File: config.mk
export PLATFORM = sky130hd
export DESIGN_NAME = alu_entry_controller
export DESIGN_NICKNAME = d
export VERILOG_FILES = /design/src/rtl/alu_entry_controller.sv
export SDC_FILE = /design/constraint.sdc
export NUM_CORES = 1
export LEC_CHECK = 0
export ABC_AREA = 1
export CORE_MARGIN = 8
export CORE_UTILIZATION = 59
export DETAILED_ROUTE_END_ITERATION = 8
export MAX_ROUTING_LAYER = met4
export PLACE_DENSITY = 0.8
export SLEW_MARGIN = 10
export SYNTH_ARGS = -nofsm -noshare
export SYNTH_HDL_FRONTEND = slang
export SYNTH_SLANG_ARGS = --single-unit
File: constraint.sdc
create_clock -name clk -period 5.2 [get_ports clk]
set_input_delay 1.3 -clock clk [delete_from_list [all_inputs] [get_ports clk]]
set_output_delay 1.3 -clock clk [all_outputs]
set_load 0.03 [all_outputs]
File: src/rtl/alu_entry_controller.sv
// Operand-entry sequencer for the 4-bit ALU: debounces the three buttons, steps
// ARG0/ARG1/OP/RES, latches operands, captures the result and builds the glyph buffer.
module alu_entry_controller #(
  parameter int DEBOUNCE_CYCLES = 1000000,
  parameter int BLINK_CYCLES    = 100000000
) (
  input  logic        clk,
  input  logic        rst,
  input  logic        btnNext,
  input  logic        btnBack,
  input  logic        btnClear,
  input  logic [11:0] sw,
  input  logic [3:0]  aluOut,
  input  logic        aluCout,
  output logic [3:0]  aluX,
  output logic [3:0]  aluY,
  output logic [3:0]  aluSel,
  output logic [15:0] gbuf,
  output logic [1:0]  state,
  output logic        resultValid
);

  localparam int DBW = $clog2(DEBOUNCE_CYCLES + 1);
  localparam int BKW = $clog2(BLINK_CYCLES);
  localparam logic [DBW-1:0] DB_MAX = DBW'(DEBOUNCE_CYCLES);
  localparam logic [BKW-1:0] BK_MAX = BKW'(BLINK_CYCLES - 1);

  typedef enum logic [1:0] {ARG0 = 2'd0, ARG1 = 2'd1, OP = 2'd2, RES = 2'd3} state_t;

  state_t           st;
  logic [2:0]       btn_raw, sync1, sync2, level, level_q, press;
  logic [DBW-1:0]   db_cnt [3];
  logic [BKW-1:0]   blink_cnt;
  logic             blink;
  logic [3:0]       res;
  logic             cout;
  logic [3:0]       value;
  logic [15:0]      gbuf_next;

  // bit 2 = Clear, bit 1 = Back, bit 0 = Next
  assign btn_raw = {btnClear, btnBack, btnNext};
  assign press   = level & ~level_q;
  assign state   = st;

  always_ff @(posedge clk or posedge rst) begin
    if (rst) begin
      sync1   <= '0;
      sync2   <= '0;
      level   <= '0;
      level_q <= '0;
      for (int unsigned i = 0; i < 3; i++) db_cnt[i] <= '0;
    end else begin
      sync1   <= btn_raw;
      sync2   <= sync1;
      level_q <= level;
      for (int unsigned i = 0; i < 3; i++) begin
        if (!sync2[i]) begin
          db_cnt[i] <= '0;
          level[i]  <= 1'b0;
        end else if (db_cnt[i] != DB_MAX) begin
          db_cnt[i] <= db_cnt[i] + 1'b1;
          if (db_cnt[i] == DB_MAX - 1'b1) level[i] <= 1'b1;
        end
      end
    end
  end

  always_comb begin
    value     = aluX;
    gbuf_next = 16'h0CBA;
    case (st)
      ARG0: value = aluX;
      ARG1: value = aluY;
      OP:   value = aluSel;
      default: value = res;
    endcase
    if (blink && !(st == RES && !resultValid)) begin
      gbuf_next = {value % 4'd10, value / 4'd10, 4'hF, (st == RES) ? {3'b000, cout} : 4'hF};
    end else begin
      case (st)
        ARG0: gbuf_next = 16'h0CBA;
        ARG1: gbuf_next = 16'h1CBA;
        OP:   gbuf_next = 16'hE1D5;
        default: gbuf_next = 16'hE5DB;
      endcase
    end
  end

  always_ff @(posedge clk or posedge rst) begin
    if (rst) begin
      st          <= ARG0;
      aluX        <= '0;
      aluY        <= '0;
      aluSel      <= '0;
      res         <= '0;
      cout        <= 1'b0;
      resultValid <= 1'b0;
      blink_cnt   <= '0;
      blink       <= 1'b0;
      gbuf        <= 16'hFFFF;
    end else begin
      gbuf <= gbuf_next;

      case (st)
        ARG0: aluX   <= sw[3:0];
        ARG1: aluY   <= sw[7:4];
        OP:   aluSel <= sw[11:8];
        default: begin
          if (!resultValid) begin
            res         <= aluOut;
            cout        <= aluCout;
            resultValid <= 1'b1;
          end
        end
      endcase

      if (blink_cnt == BK_MAX) begin
        blink_cnt <= '0;
        blink     <= ~blink;
      end else begin
        blink_cnt <= blink_cnt + 1'b1;
      end

      // Later assignments override the latch/capture/blink updates above;
      // a Back press in ARG0 is swallowed so a concurrent Next is discarded too.
      if (press[2]) begin
        st          <= ARG0;
        aluX        <= '0;
        aluY        <= '0;
        aluSel      <= '0;
        resultValid <= 1'b0;
        blink_cnt   <= '0;
        blink       <= 1'b0;
      end else if (press[1]) begin
        if (st != ARG0) begin
          st          <= state_t'(st - 2'd1);
          resultValid <= 1'b0;
          blink_cnt   <= '0;
          blink       <= 1'b0;
        end
      end else if (press[0]) begin
        st          <= state_t'(st + 2'd1);
        resultValid <= 1'b0;
        blink_cnt   <= '0;
        blink       <= 1'b0;
      end
    end
  end

endmodule
======== After elaboration in Yosys (flattened, before gate mapping) ========
Cells that the tools add are included.
storage, ports and cells
  bits in registers ....................... 136
  word-level logic and storage cells ...... 109
cells by class
  $add $sub $neg .......................... 6
  div/mod/pow operators ................... 2
  equality and inequality tests ........... 17
  muxes and demuxes ....................... 44
  bitwise logic cells ..................... 5
  reductions and logical operators ........ 16
operators by type and width
  cell                                                                     number
  27-bit 2-to-1 mux                                                        5
  20-bit 2-to-1 mux                                                        6
  20-bit by 1-bit adder with 20-bit output, second input constant          3
  20-bit equality test, second input constant                              3
  20-bit inequality test, second input constant                            3
  16-bit case mux with 3 select lines                                      1
  4-bit 2-to-1 mux                                                         7
  27-bit by 1-bit adder with 27-bit output, second input constant          1
  27-bit equality test, second input constant                              1
  1-bit 2-to-1 mux                                                         19
  16-bit 2-to-1 mux                                                        1
  2-bit by 1-bit inequality test with 1-bit output, second input constant  6
  4-bit case mux with 3 select lines                                       1
  2-bit AND reduction                                                      5
  2-bit 2-to-1 mux                                                         4
  2-bit nonzero test                                                       4
  4-bit by 4-bit divider with 4-bit output, second input constant          1
  2-bit equality test, second input constant                               2
  4-bit by 4-bit remainder unit with 4-bit output, second input constant   1
  3-bit AND                                                                1
  3-bit by 1-bit inequality test with 1-bit output, second input constant  1
  1-bit NOT                                                                3
  3-bit NOT                                                                1
  3-bit nonzero test                                                       1
  7 further kinds                                                          9

======== Logic depth before layout (Yosys ltp) ========
Gate-level depths: netlist of run 1.
  depth in word-level cells ............... 6
  mapped depth ............................ 10

======== Least setup slack after synthesis of run 1 ========
Ideal clock, no wire load.
  kind .................................... reg-to-output
  from .................................... register gbuf[3]
  to ...................................... output port gbuf[3]
  arrival ................................. 786 ps
  required time ........................... 3900 ps
  path slack .............................. 3114 ps
  cell stages (with the launch flop) ...... 2
  path buffers ............................ 1
  cell sequence ........................... dfstp_2 buf_4
RTL lines
  what                    RTL line  RTL
  start, declared         18        output logic [15:0] gbuf,
  start signal, assigned  102       gbuf <= gbuf_next;
No word-level cell between the ends.

======== Worst setup path after layout of run 1 ========
  from .................................... register st[0], in the netlist state[0]
  to ...................................... output port state[0]
RTL lines
  what                    RTL line  RTL
  start, declared         30        state_t st;
  start signal, assigned  136       st <= state_t'(st - 2'd1);
  start signal, assigned  142       st <= state_t'(st + 2'd1);
  end, declared           19        output logic [1:0] state,
No word-level cell between the ends.

==> results.toml, run 1 <==
[status]
outcome = "complete, no violations"

[placement]
hpwl_mm = 10.7
finalWeightedCongestion = 0.957
pre_cts_slack_ps = 2490
portBuffers = 50
placed_cells = 1100

[grt]
grt_antenna_before_repair = 0
gr-total-overflow = 0
grt_max_degree = 69
grt_pass1_vias = 5949
grt_use_total_pct = 21.5
grt_pass1_wl_mm = 27.2

[sta]
tightest_slew_ps = 625
max_slew_margin_pct = 58.2
tns_ps = 0
period_minus_slack_ps = 2920
clock_skew_ps = 7.09
finalSetupViolCount = 0
rsz0062_at_grt = "false"
timing.final.ws_setup_ps = 2280
maxClockFrequency_mhz = 342
slew_violations = 0
fin_crit_sh_pct = 56.2
hold_violations = 0

[die]
rows = 40
start_util_pct = 59.7
core_um2 = 11900
dieArea_um2 = 15800
die_h_um = 126
die_w_um = 126
ioPinCount = 53

[job]
maxCapViolCount = 0

[synth]
synth_top_family_by_area = "simple AND/OR/NAND/NOR gates"
synth_compound_area_share_pct = 7.75
yosysSeqAreaShare_pct = 47.0
netlist_area_um2 = 7120
yosys_warnings = 0
synth_cell_types = 35
synthSimpleGateAreaFrac_pct = 31.7
synth-xor-area-share_pct = 1.97
avgSynthCellArea_um2 = 7.79
synthAdderAreaFrac_pct = 2.64
muxShareOfSynthArea_pct = 0.791
synth_cells = 914
synth_seq_cells = 133

[layout]
antenna_cells = 0
fin_util_pct = 70.4
nets = 1009
layout_commonest_cell = "nand2_1"
fin_cells = 1132
area_growth_pct = 17.8
layout-drive-gt1-share_pct = 9.04
final_cell_mix = "nand2_1 (190), nor2_1 (153), inv_1 (126)"

[clock_tree]
cts.sinks = 133
cts_tree = "built"
holdBufCountCts = 0
ctsHtreeMaxLevel = 4
cts_buffers = 17
insertion_delay_ps = 420
post_cts_resized = 0
clkSlewWorstSetupHoldPaths_ps = 60
clockBufferDepth = 2
postCtsSetupBuffers = 0
cts-root-buf = "clkbuf_16"

[setup_path]
path_cells = "clkdlybuf4s50_1"
critPathLaunchType = "flop"
slowest_delay_ps = 740
crit_type = "reg -> out"
critPathBufInv = 1
slowest_stage = "clkdlybuf4s50_1"
required_ps = 3900
crit_family = "buffers and inverters"
cp_max_fo = 7
critPathCaptureType = "output port"
arrival_ps = 1620

[pwr]
p_per_area_nw_per_um2 = 293
ir_drop_mv = 0.354
report.power.total_mw = 2.46
leakage_nw = 3.71

[drt]
drt_iter0_drc = 516
vias = 6024
avgRoutedWirePerCell_um = 13.8
drtPass1Iterations = 6
ant_nets = 0
viasPerCell = 5.32
routed_wirelength_mm = 15.6
drc = 0

[worst_hold_path]
min_path_type = "reg -> reg"
==> registers in the layout, indices dropped and copies added (netlist names) <==
register / flops
aluX: 4
sync2: 3
blink: 1
state: 2
gbuf: 13
blink_cnt: 27
aluSel: 4
cout: 1
level_q: 3
level: 3
db_cnt: 60
res: 4
sync1: 3
resultValid: 1
aluY: 4
==> power breakdown <==
| group | switching (mW) | internal, mW |
|---|---|---|
| Combinational | 0.0489 | 0.0323 |
| Clock | 0.428 | 0.886 |
| Sequential | 0.0150 | 1.05 |
| Total | 0.492 | 1.97 |
==> layer usage <==
| metal | share of wire (%) | global-route usage, % | up-vias |
|---|---|---|---|
| met5 | 0 | - | - |
| met4 | 1.6 | 8.07 | 0 |
| met3 | 4.7 | 5.11 | 24 |
| met2 | 50 | 35.6 | 157 |
| met1 | 44 | 25.0 | 2813 |
| li1 | - | - | 3030 |
==> cells by family after synthesis <==
logic type | count (synthesis)
and+or+nand+nor | 496
buffers and inverters | 141
DFF | 133
AOI/OAI and AO/OA | 106
xor gates and xnor gates | 16
adders and majority gates | 15
muxes | 5
other | 2
==> cell usage after synthesis <==
library cell	count	area, um2
buf_2	3	15.0
a21oi_1	52	260
xnor2_1	2	17.5
dfstp_2	13	342
xor2_1	14	123
ha_1	15	188
dfrtp_1	120	3000
o21ai_0	47	235
nand4_1	26	163
nor3b_1	1	7.51
nor2_1	153	574
nand3b_1	2	15.0
nand2_2	5	31.3
mux2_2	5	56.3
nand3_4	3	52.6
nand3_2	5	50.1
or2_4	1	8.76
inv_1	127	477
or2_2	2	12.5
clkbuf_1	4	15.0
nand3_1	58	290
buf_6	3	33.8
o21ai_2	1	8.76
conb_1	2	7.51
buf_4	4	30.0
o22ai_1	4	25.0
nand2_1	190	713
nor2_4	10	113
nor3_1	26	130
nand2_4	1	11.3
nor3_2	1	10.0
a31oi_1	1	6.26
a21oi_4	1	16.3
nor4_1	3	18.8
nor2_2	9	56.3
==> area by class of cell <==
cell class,count,area (um2)
clock buffer,23,478
clock inverter,9,173
fill,954,3530
inverter,127,482
multi-input combinational,641,3200
sequential,133,3340
tap,147,184
timing repair buffer,52,515
==> metrics by stage <==
stage / hold slack [ps] / cell area (um2)
3_5_place_dp: 335 / 7730
3_3_place_gp: 332 / 7730
4_1_cts: 347 / 8380
2_1_floorplan: 331 / 7120
6_report: 345 / 8380
5_1_grt: 357 / 8380
==> worst paths after layout <==
path / start / to / slack [ps] / depth (start not counted)
min reg2reg: sync1[0]$_DFF_PP0_ / sync2[0]$_DFF_PP0_ / 350 / 0
max in group asynchronous: rst / db_cnt[34]$_DFFE_PP0P_ / 2990 / 3
max reg2reg: state[0]$_DFFE_PP0P_ / gbuf[14]$_DFF_PP1_ / 3080 / 7
max: state[0]$_DFFE_PP0P_ / state[0] / 2280 / 1
min: sync1[0]$_DFF_PP0_ / sync2[0]$_DFF_PP0_ / 350 / 0
min in group asynchronous: rst / aluSel[1]$_DFFE_PP0P_ / 1330 / 2
No activity file was read; power rests on OpenSTA's default activity.
==> run 2: changes to the inputs <==
==> constraint.sdc (replaced) <==
create_clock -name clk -period 2.7 [get_ports clk]
set_input_delay 0.675 -clock clk [delete_from_list [all_inputs] [get_ports clk]]
set_output_delay 0.675 -clock clk [all_outputs]
set_load 0.03 [all_outputs]
==> run 2 against run 1 <==
Sequential cell count unchanged. Via count about the same. Final area about the same. Non-clock buffer count up 2. Largest cell class unchanged. Largest power group unchanged. Critical path depth unchanged.
==> results.toml, run 2 (same netlist as run 1, synthesis figures left out) <==
[die]
dieArea_um2 = 15800
core_um2 = 11900
rows = 40
ioPinCount = 53
die_h_um = 126
start_util_pct = 59.7
die_w_um = 126

[pwr]
ir_drop_mv = 0.434
leakage_nw = 3.68
p_per_area_nw_per_um2 = 539

[setup_path]
required_ps = 2030
path_cells = "clkdlybuf4s50_1"
critPathBufInv = 1
slowest_stage = "clkdlybuf4s50_1"
cp-startpoint = "state[0]$_DFFE_PP0P_"
cp_max_fo = 7
critPathLaunchType = "flop"
crit_family = "buffers and inverters"
crit_type = "reg -> out"
arrival_ps = 1660
critPathCaptureType = "output port"
worstReg2RegStart = "state[0]$_DFFE_PP0P_"
slowest_delay_ps = 760

[placement]
placed_cells = 1102
portBuffers = 50
hpwl_mm = 10.9
finalWeightedCongestion = 0.890

[sta]
fin_crit_sh_pct = 86.5
maxClockFrequency_mhz = 428
slew_violations = 0
hold_violations = 0
period_minus_slack_ps = 2330
tightest_slew_ps = 630
max_slew_margin_pct = 57.9
finalSetupViolCount = 0
clock_skew_ps = 6.17
rsz0062_at_grt = "false"
tns_ps = 0
hold_ws_ps = 348

[layout]
fillers = 931
layout_commonest_cell = "nand2_1"
antenna_cells = 0
final_cell_mix = "nand2_1 (190), nor2_1 (153), inv_1 (126)"
layout-drive-gt1-share_pct = 9.43
largest_reg_flops = 60
regMostFlops = "db_cnt"
nets = 1011
top_regs = "db_cnt (60), blink_cnt (27), gbuf (13)"
fin_cells = 1133
area_growth_pct = 17.7
fin_util_pct = 70.3

[grt]
grt_antenna_before_repair = 0
grt_use_total_pct = 21.1
grt_max_degree = 43
grt_pass1_vias = 5947
gr-total-overflow = 0
grt_pass1_wl_mm = 26.8

[clock_tree]
postCtsSetupBuffers = 0
cts-root-buf = "clkbuf_16"
post_cts_resized = 0
clockBufferDepth = 2
cts_tree = "built"
cts.sinks = 133
clkSlewWorstSetupHoldPaths_ps = 60
insertion_delay_ps = 420
cts_buffers = 17
holdBufCountCts = 0
ctsHtreeMaxLevel = 4

[drt]
avgRoutedWirePerCell_um = 13.6
viasPerCell = 5.32
drt_iter0_drc = 471
routed_wirelength_mm = 15.4
vias = 6023
ant_nets = 0
drc = 0
drtPass1Iterations = 5

[worst_hold_path]
min-delay-start = "sync1[1]$_DFF_PP0_"
min_path_type = "reg -> reg"

[job]
maxCapViolCount = 0

[status]
outcome = "complete, no violations"
[run 2: cell types whose count changed in the layout (fill, tap and decap cells not counted), sizes merged]
cell      delta
buf          +2
bufinv       -3
clkbuf       -3
clkinvlp     +6
inv          -1
[run 2: final timing paths]
kind	to	slack (ps)	cells past startpoint
worst max-delay path	state[0]	370	1
worst min-delay path	sync2[1]$_DFF_PP0_	350	0
worst max register to register	blink_cnt[13]$_DFF_PP0_	650	6
worst min register to register	sync2[1]$_DFF_PP0_	350	0
max in group asynchronous	gbuf[8]$_DFF_PP1_	1370	3
min in group asynchronous	db_cnt[25]$_DFFE_PP0P_	680	2
[run 2: cell type report]
cell class	count	area (um2)	share of cell area [%]
Clock buffer	20	467	5.57
Clock inverter	11	128	1.52
Inverter	127	480	5.74
Multi-Input combinational cell	641	3200	38.3
Sequential cell	133	3340	39.9
Tap cell	147	184	2.20
Timing Repair Buffer	54	568	6.78
[run 2: metal layers]
layer / track usage (%) / part of all wire, %
met1: 24.7 / 45
met2: 34.4 / 49
met3: 5.06 / 4.5
met4: 8.70 / 2.0
met5: - / 0
[run 2: metrics by stage]
step / worst slack [ps] / total power, mW / area (um2)
after floorplan: 384 / 2.17 / 7120
after global placement: 759 / 2.25 / 7780
after detailed placement: 680 / 2.25 / 7780
after CTS: 365 / 4.55 / 8380
after global routing: 309 / 4.66 / 8380
final: 366 / 4.51 / 8380
[run 2: where the power goes]
group	leakage [nW]	switching, mW	internal, mW
Sequential	1.71	0.0301	2.02
Combinational	1.69	0.0956	0.0700
Clock	0.272	0.872	1.43
==> run 3: changes to the inputs <==
==> constraint.sdc (replaced) <==
create_clock -name clk -period 2.3 [get_ports clk]
set_input_delay 0.575 -clock clk [delete_from_list [all_inputs] [get_ports clk]]
set_output_delay 0.575 -clock clk [all_outputs]
set_load 0.03 [all_outputs]
==> run 3 against run 2 <==
Die area unchanged. First-iteration DRC count up 24%. Global-route usage about the same. Critical path type unchanged. Setup slack worse by 270 ps. Register-to-register slack worse by 360 ps. Clock-buffer cell count down 3. Critical path depth unchanged. Cell count unchanged. Sequential share of layout area up 0.078 points. Combinational power up 15%. Utilization down 0.14 points.
==> results.toml, run 3 (same netlist as run 1, synthesis figures left out) <==
[setup_path]
worst-path-stages = 1
arrival_ps = 1630
critPathLaunchType = "flop"
required_ps = 1730
cp_max_fo = 7
crit_type = "reg -> out"
critPathCaptureType = "output port"
reg2regPathDepth = 7
critPathBufInv = 1
crit_family = "buffers and inverters"
worstReg2RegStart = "state[1]$_DFFE_PP0P_"
slowest_delay_ps = 740
path_cells = "clkdlybuf4s50_1"
slowest_stage = "clkdlybuf4s50_1"
cp-startpoint = "state[0]$_DFFE_PP0P_"

[placement]
dpl_cell_area_um2 = 7760
hpwl_mm = 11.2
placed_cells = 1101
portBuffers = 50
finalWeightedCongestion = 0.943
pre_cts_slack_ps = 243

[status]
outcome = "complete, no violations"

[drt]
drtPass1Iterations = 5
drt_iter0_drc = 582
drc = 0
vias = 6070
avgRoutedWirePerCell_um = 13.8
routed_wirelength_mm = 15.6
viasPerCell = 5.36
ant_nets = 0

[pwr]
p_per_area_nw_per_um2 = 636
report.power.total_mw = 5.31
clkPwrFrac_pct = 51.1
leakage_nw = 3.67
seq_power_share_pct = 45.3
p_int_mw = 4.07
ir_drop_mv = 0.588
swShare_pct = 23.5
power.switching_mw = 1.25
p_comb_share_pct = 3.6

[sta]
hold_ws_ps = 349
period_minus_slack_ps = 2210
slew_violations = 0
tightest_slew_ps = 596
maxClockFrequency_mhz = 453
rsz0062_at_grt = "false"
clock_skew_ps = 7.14
timing.final.ws_setup_ps = 93.5
hold_violations = 0
max_slew_margin_pct = 60.2
fin_crit_sh_pct = 95.9
tns_ps = 0
finalSetupViolCount = 0

[die]
rows = 40
dieArea_um2 = 15800
start_util_pct = 59.7
core_um2 = 11900
ioPinCount = 53
die_h_um = 126
die_w_um = 126

[layout]
layout-drive-gt1-share_pct = 9.53
fin_cells = 1133
top_regs = "db_cnt (60), blink_cnt (27), gbuf (13)"
antenna_cells = 0
layout_commonest_cell = "nand2_1"
regMostFlops = "db_cnt"
fillers = 937
area_growth_pct = 17.5
fin_area_um2 = 8360
largest_reg_flops = 60
nets = 1010
multiInputGateArea_um2 = 3210
fin_util_pct = 70.2
final_cell_mix = "nand2_1 (190), nor2_1 (153), inv_1 (126)"
seqCellArea_um2 = 3340

[clock_tree]
insertion_delay_ps = 420
clockBufferDepth = 2
postCtsSetupBuffers = 0
holdBufCountCts = 0
clkSlewWorstSetupHoldPaths_ps = 60
cts.sinks = 133
cts-root-buf = "clkbuf_16"
ctsHtreeMaxLevel = 4
cts_tree = "built"
cts_buffers = 17

[grt]
grt_use_total_pct = 21.1
grt_pass1_vias = 5760
grt_antenna_before_repair = 0
grt_pass1_wl_mm = 26.7
gr-total-overflow = 0
grt_max_degree = 65

[worst_hold_path]
min_path_type = "reg -> reg"
worstHoldPathCells = 0
min-delay-start = "sync1[1]$_DFF_PP0_"

[job]
maxCapViolCount = 0
## run 3: cell types whose count changed in the layout (fill, tap and decap cells not counted)
cell and delta:
buf_12 -1, clkbuf_8 -3, clkinv_2 -1, clkinvlp_4 -1
ha_1 -1, ha_2 +1, inv_6 +5, inv_8 +1
## run 3: repair_timing
item                                   in CTS  in global routing
endpoints found under the hold margin       0                  0
gates resized for setup                     0                  1
setup endpoints to repair                   0                  2
## run 3: worst paths after layout
kind	end	slack [ps]
setup / recovery	state[0]	90
hold / removal	sync2[1]$_DFF_PP0_	350
setup reg to reg	gbuf[14]$_DFF_PP1_	290
hold reg to reg	sync2[1]$_DFF_PP0_	350
max in group asynchronous	gbuf[12]$_DFF_PP1_	1340
min in group asynchronous	db_cnt[12]$_DFFE_PP0P_	580
## run 3: layer usage
| metal | part of all wire [%] | up-vias | GRT usage [%] |
|---|---|---|---|
| li1 | - | 3032 | - |
| met1 | 45 | 2843 | 26.0 |
| met2 | 48 | 159 | 33.0 |
| met3 | 4.4 | 36 | 4.89 |
| met4 | 2.5 | 0 | 8.63 |
| met5 | 0 | - | - |
## run 3: cell type report
cell class,count,share of cell area [%]
multi-input cells,641,38.4
clock buffers,17,5.09
clock inverters,15,2.04
repair buffers,53,6.56
flip-flops and latches,133,40.0
inverters,127,5.75
well taps,147,2.20
## run 3: power by group through the flow
stage	clock [mW]	sequential, mW	combinational (mW)
finish	2.72	2.40	0.191
detailed placement	0	2.45	0.193
global route	2.86	2.41	0.216
global placement	0	2.45	0.189
CTS	2.75	2.40	0.195
floorplan	0	2.44	0.111
